[src/rtl/pipeline_hazard_controller_pkg.sv]
// Shared encodings for the hazard/forwarding controller.
package hazard_pkg;
    localparam logic [1:0] FWD_REG   = 2'd0;
    localparam logic [1:0] FWD_EXMEM = 2'd1;
    localparam logic [1:0] FWD_MEMWB = 2'd2;

    typedef enum logic {RUN, MEM_WAIT} state_e;
endpackage

[src/rtl/pipeline_hazard_controller_sat_counter.sv]
// Event counter that sticks at all-ones instead of wrapping.
module sat_counter #(
    parameter int CNT_W = 32
) (
    input  logic             clk,
    input  logic             reset,
    input  logic             en,
    output logic [CNT_W-1:0] count
);
    always_ff @(posedge clk or posedge reset) begin
        if (reset)
            count <= '0;
        else if (en && count != '1)
            count <= count + 1'b1;
    end
endmodule

[src/rtl/pipeline_hazard_controller.sv]
// Forwarding selects, stall/flush/freeze enables and perf counters for the
// 5-stage pipeline.
module pipeline_hazard_controller
    import hazard_pkg::*;
#(
    parameter int REG_ADDR_W  = 5,
    parameter int CNT_W       = 32,
    parameter int MEM_TIMEOUT = 255
) (
    input  logic                  clk,
    input  logic                  reset,
    input  logic [REG_ADDR_W-1:0] IFID_Rs,
    input  logic [REG_ADDR_W-1:0] IFID_Rt,
    input  logic                  ID_UsesRt,
    input  logic                  ID_Branch,
    input  logic                  ID_JR,
    input  logic                  ID_Redirect,
    input  logic [REG_ADDR_W-1:0] IDEX_Rs,
    input  logic [REG_ADDR_W-1:0] IDEX_Rt,
    input  logic [REG_ADDR_W-1:0] IDEX_WriteReg,
    input  logic                  IDEX_RegWrite,
    input  logic                  IDEX_MemRead,
    input  logic [REG_ADDR_W-1:0] EXMEM_WriteReg,
    input  logic                  EXMEM_RegWrite,
    input  logic                  EXMEM_MemRead,
    input  logic                  EXMEM_MemWrite,
    input  logic [REG_ADDR_W-1:0] MEMWB_WriteReg,
    input  logic                  MEMWB_RegWrite,
    input  logic                  Mem_Ready,
    output logic [1:0]            Ctrl_FwdA,
    output logic [1:0]            Ctrl_FwdB,
    output logic                  Ctrl_Mux_Select_Stall,
    output logic                  PCWrite,
    output logic                  IFID_Write,
    output logic                  IFID_Flush,
    output logic                  Pipe_Freeze,
    output logic                  Mem_Timeout_Err,
    output logic [CNT_W-1:0]      Stall_Count,
    output logic [CNT_W-1:0]      Flush_Count
);
    localparam int WAIT_W = $clog2(MEM_TIMEOUT + 1);
    localparam logic [WAIT_W-1:0] WAIT_MAX = WAIT_W'(MEM_TIMEOUT);

    // $0 is hardwired, so a write to it never creates a dependency.
    function automatic logic hit(input logic we,
                                 input logic [REG_ADDR_W-1:0] dst,
                                 input logic [REG_ADDR_W-1:0] src);
        return we && (dst != '0) && (dst == src);
    endfunction

    logic load_use, br_haz, stall, mem_busy;
    logic stall_en, flush_en;
    state_e state;
    logic [WAIT_W-1:0] wait_cnt, wait_inc;

    always_comb begin
        Ctrl_FwdA = FWD_REG;
        if (hit(EXMEM_RegWrite, EXMEM_WriteReg, IDEX_Rs))      Ctrl_FwdA = FWD_EXMEM;
        else if (hit(MEMWB_RegWrite, MEMWB_WriteReg, IDEX_Rs)) Ctrl_FwdA = FWD_MEMWB;
        Ctrl_FwdB = FWD_REG;
        if (hit(EXMEM_RegWrite, EXMEM_WriteReg, IDEX_Rt))      Ctrl_FwdB = FWD_EXMEM;
        else if (hit(MEMWB_RegWrite, MEMWB_WriteReg, IDEX_Rt)) Ctrl_FwdB = FWD_MEMWB;
    end

    // Branches compare in ID, so they wait on any EX producer and on a load in MEM; jr reads rs only.
    assign load_use = hit(IDEX_MemRead, IDEX_WriteReg, IFID_Rs) ||
                      (ID_UsesRt && hit(IDEX_MemRead, IDEX_WriteReg, IFID_Rt));
    assign br_haz   = (ID_Branch || ID_JR) &&
                      (hit(IDEX_RegWrite, IDEX_WriteReg, IFID_Rs) ||
                       hit(EXMEM_MemRead, EXMEM_WriteReg, IFID_Rs) ||
                       (ID_Branch && (hit(IDEX_RegWrite, IDEX_WriteReg, IFID_Rt) ||
                                      hit(EXMEM_MemRead, EXMEM_WriteReg, IFID_Rt))));
    assign stall    = load_use || br_haz;
    assign mem_busy = (EXMEM_MemRead || EXMEM_MemWrite) && !Mem_Ready;

    always_comb begin
        Pipe_Freeze           = 1'b0;
        PCWrite               = 1'b1;
        IFID_Write            = 1'b1;
        IFID_Flush            = 1'b0;
        Ctrl_Mux_Select_Stall = 1'b1;
        if (mem_busy) begin
            Pipe_Freeze = 1'b1;
            PCWrite     = 1'b0;
            IFID_Write  = 1'b0;
        end else if (stall) begin
            PCWrite               = 1'b0;
            IFID_Write            = 1'b0;
            Ctrl_Mux_Select_Stall = 1'b0;
        end else if (ID_Redirect) begin
            IFID_Flush = 1'b1;
        end
    end

    assign stall_en = !mem_busy && stall;
    assign flush_en = !mem_busy && !stall && ID_Redirect;
    assign wait_inc = (wait_cnt == WAIT_MAX) ? wait_cnt : wait_cnt + 1'b1;

    always_ff @(posedge clk or posedge reset) begin
        if (reset) begin
            state           <= RUN;
            wait_cnt        <= '0;
            Mem_Timeout_Err <= 1'b0;
        end else begin
            case (state)
                RUN: if (mem_busy) begin
                    state    <= MEM_WAIT;
                    wait_cnt <= wait_inc;
                    if (wait_inc >= WAIT_MAX) Mem_Timeout_Err <= 1'b1;
                end
                MEM_WAIT: if (Mem_Ready) begin
                    state    <= RUN;
                    wait_cnt <= '0;
                end else begin
                    wait_cnt <= wait_inc;
                    if (wait_inc >= WAIT_MAX) Mem_Timeout_Err <= 1'b1;
                end
                default: state <= RUN;
            endcase
        end
    end

    sat_counter #(.CNT_W(CNT_W)) u_stall_cnt (
        .clk(clk), .reset(reset), .en(stall_en), .count(Stall_Count));
    sat_counter #(.CNT_W(CNT_W)) u_flush_cnt (
        .clk(clk), .reset(reset), .en(flush_en), .count(Flush_Count));
endmodule

[config.mk]
export PLATFORM = sky130hd
export DESIGN_NAME = pipeline_hazard_controller
export DESIGN_NICKNAME = d
export VERILOG_FILES = /design/src/rtl/pipeline_hazard_controller_pkg.sv /design/src/rtl/pipeline_hazard_controller_sat_counter.sv /design/src/rtl/pipeline_hazard_controller.sv
export SDC_FILE = /design/constraint.sdc
export NUM_CORES = 1
export LEC_CHECK = 0
export CAP_MARGIN = 30
export CORE_MARGIN = 4
export CORE_UTILIZATION = 45
export DETAILED_ROUTE_END_ITERATION = 10
export PLACE_DENSITY = 0.75
export SYNTH_ARGS = -nofsm -noshare
export SYNTH_HDL_FRONTEND = slang
export SYNTH_SLANG_ARGS = --single-unit
[constraint.sdc]
create_clock -name clk -period 4.1 [get_ports clk]
set_input_delay 0.41 -clock clk [delete_from_list [all_inputs] [get_ports clk]]
set_output_delay 0.41 -clock clk [all_outputs]
set_load 0.02 [all_outputs]
==> flow_metrics.env <==
export IMPL_fmax_mhz=298.5
export IMPL_slowest_stage="clkdlybuf4s50_1"
export IMPL_startpoint="IDEX_WriteReg[0]"
export IMPL_rsz0062_at_grt="false"
export IMPL_holdBufCountCts=0
export IMPL_ir_drop_v=0.0001985
export IMPL_drv_slew=0
export IMPL_endpoint_kind="primary output"
export IMPL_grt_overflow=0
export IMPL_clock_latency_ns=0.34
export IMPL_status="finished clean"
export IMPL_nets=625
export IMPL_gr_usage_met2_pct=35.88
export IMPL_met3_usage_pct=5.117
export IMPL_arrival_ns=2.94
export IMPL_filler_cell_count=813
export IMPL_clk_pin_slew_ns=0.08
export IMPL_critPathKind="in2out"
export IMPL_grt_pass1_wl_um=18820
export IMPL_firstDrtPassIters=4
export IMPL_drv_cap=0
export IMPL_relSlewSlack_pct=53.67
export IMPL_cts_root_buf="clkbuf_8"
export IMPL_numPortBuffers=121
export IMPL_period_needed_ns=3.350
export IMPL_p_comb_share_pct=22.8
export IMPL_fp_row_count=35
export IMPL_die_y_um=106.6
export IMPL_hold_violations=0
export IMPL_r2r_start="u_stall_cnt.count[15]"
export IMPL_r2r_end="u_stall_cnt.count[1]"
export IMPL_p_int_uw=1280
export IMPL_reg2reg_depth=6
export IMPL_clock_skew_ns=0.01155
export IMPL_r2r_slack_ns=1.61
export IMPL_synth_cell_area_sq_um=4377
export IMPL_use_met1_pct=23.39
export IMPL_worstMarginPinSlew_ns=0.6940
export IMPL_grt_pass1_vias=3950
export IMPL_die_x_um=106.6
export IMPL_worstPathCellList="clkdlybuf4s50_1 -> nor3_1 -> nand2_1 -> and3_1 -> a22o_1 -> or3_1 -> nor2_1 -> clkdlybuf4s50_1"
export IMPL_multi_input_area_sq_um=2395
export IMPL_pin_count=122
export IMPL_dp_hpwl_um=8801
export IMPL_final_setup_viol_count=0
export IMPL_swShare_pct=29.64
export IMPL_synth_nets=512
export IMPL_start_util_pct=46.70
export IMPL_cts_tree="yes"
export IMPL_setup_tns_ns=0
export IMPL_syn2layout_area_growth_pct=34.45
export IMPL_endpoint="IFID_Flush"
export IMPL_routed_wl_um=11610
export IMPL_initialDrtViolationCount=125
export IMPL_grt_most_used_layer="met2"
export IMPL_track_usage_pct=20.51
export IMPL_clockPowerShare_pct=30.8
export IMPL_cpMostUsedCell="clkdlybuf4s50_1"
export IMPL_via_count=3918
export IMPL_power_per_cell_area_nw_per_um2=309.1
export IMPL_hp_class="in2async"
export IMPL_antenna_found_initial=0
export IMPL_dieArea_sq_um=11370
export IMPL_core_region_area_sq_um=9371
export IMPL_ant_nets=0
export IMPL_synth_ff_type="dfrtp_1"
export IMPL_synthDistinctLibCells=49
export IMPL_post_cts_resized=0
export IMPL_grt_max_degree=33
export IMPL_avgSynthCellArea_sq_um=9.494
export IMPL_drive_gt1_share_pct=6.228
export IMPL_h_tree_depth=3
export IMPL_drc=0
export IMPL_worstPathRequired_ns=3.69
export IMPL_place_congestion=0.8753
export IMPL_min_period_over_period_pct=81.71
export IMPL_setup_ws_ns=0.7497
export IMPL_slowest_delay_ns=0.63
export IMPL_numCtsBuffers=9
export IMPL_clockBufferDepth=2
export IMPL_n_antenna_cell=0
export IMPL_post_drt_wl_per_cell_um=16.43
export IMPL_p_leak_uw=0.002345
export IMPL_crit_fanout=4
export IMPL_ys_seq_area_share_pct=42.31
export IMPL_synth_edff_count=0
export IMPL_power_uw=1819
export IMPL_p_seq_share_pct=46.4
export IMPL_cp_start_kind="primary input"
export IMPL_ys_ff_latch=74
export IMPL_synth_async_reset_ratio_pct=100.0
export IMPL_vias_per_cell=5.542
export IMPL_post_cts_buffers=0
export IMPL_ys_warn_count=0
export IMPL_postSynthCellCount=461
export IMPL_regArea_sq_um=1852
export IMPL_cts_sinks=74
export IMPL_p_sw_uw=539.0
export IMPL_place_ws_ns=0.7463
## worst min path at each step
stage                                from  slack (ns)              endpoint  cells past startpoint
after global placement    Mem_Timeout_Err        0.46       Mem_Timeout_Err                      1
after floorplan               wait_cnt[5]        0.49           wait_cnt[5]                      1
after global routing      Mem_Timeout_Err        0.51       Mem_Timeout_Err                      1
final                               reset        0.49  u_flush_cnt.count[1]                      2
after detailed placement  Mem_Timeout_Err        0.47       Mem_Timeout_Err                      1
after CTS                 Mem_Timeout_Err        0.49       Mem_Timeout_Err                      1
## logic make-up after synthesis
group	after synthesis	synth area share (%)
AO/OA/AOI/OAI	27	4.117
buffers and inverters	28	3.173
AND/OR/NAND/NOR	224	28.36
flip-flops	74	42.31
XOR/XNOR	102	20.41
adder cells (fa/ha/maj)	3	0.8577
multiplexers	3	0.7718
## registers in the layout (all words and copies together), names as in the netlist
register           flops
state                  1
u_flush_cnt.count     32
u_stall_cnt.count     32
wait_cnt               8
Mem_Timeout_Err        1
## worst max-delay path, delay by kind of cell
kind                   cells  cell delay, ns
AOI/OAI and AO/OA          1            0.26
buffers and inverters      2            1.11
and+or+nand+nor            5            1.17
## cell type report
class | instances | area share (%)
clock inverter | 5 | 0.9356
tap | 129 | 2.743
sequential | 74 | 31.47
inverter | 4 | 0.2552
timing repair buffer | 126 | 21.56
clock buffer | 10 | 2.339
multi-input combinational | 359 | 40.70
## per-layer routing
layer | vias up | part of all wire, %
met4 | 0 | 3.5
met1 | 1868 | 39
met2 | 168 | 50
met5 | - | 0
met3 | 35 | 7.4
li1 | 1847 | -
## layout by cell type (no fill, tap or decap), drive strengths merged, types with 2 or more instances in the layout
cell type	Yosys	final
clkdlybuf4s50	0	121
xnor2	80	80
dfrtp	74	74
nand2	43	43
nand3	42	42
nand4	32	32
nor2	29	29
and3	27	27
xor2	22	22
nor3	14	14
nor4	11	11
clkbuf	8	10
and2	8	8
a21oi	8	8
buf	16	5
o21ai	4	4
or2	4	4
or4	4	4
inv	4	4
nor4b	3	3
o22ai	3	3
ha	3	3
mux2	3	3
a21o	2	2
a31oi	2	2
and4	2	2
clkinvlp	0	2
clkinv	0	2
## power by group through the flow
stage | combinational (uW) | clock (uW) | sequential [uW]
after floorplan | 169 | 0 | 900
after global placement | 406 | 0 | 855
after detailed placement | 416 | 0 | 859
after CTS | 419 | 570 | 844
after global routing | 450 | 611 | 854
final | 415 | 560 | 844
## synth_stat cells (all sizes together) (11+ instances only)
library cell / n / share of area [%]
nand3: 42 / 5.4
xor2: 22 / 4.4
xnor2: 80 / 16
nor4: 11 / 2.3
buf: 16 / 2.1
dfrtp: 74 / 42
nand2: 43 / 3.7
nor3: 14 / 1.6
nor2: 29 / 2.5
nand4: 32 / 4.6
and3: 27 / 3.9
## metrics by stage
step / hold WS [ns] / area [sq um] / util (%) / instances
global route: 0.5106 / 5884 / 62.79 / 707
finish: 0.4866 / 5884 / 62.79 / 707
detailed placement: 0.4687 / 5692 / 60.73 / 692
global placement: 0.4623 / 5664 / 60.44 / 691
CTS: 0.4925 / 5884 / 62.79 / 707
floorplan: 0.4923 / 4377 / - / 461
Power figures use the tool's default switching activity.
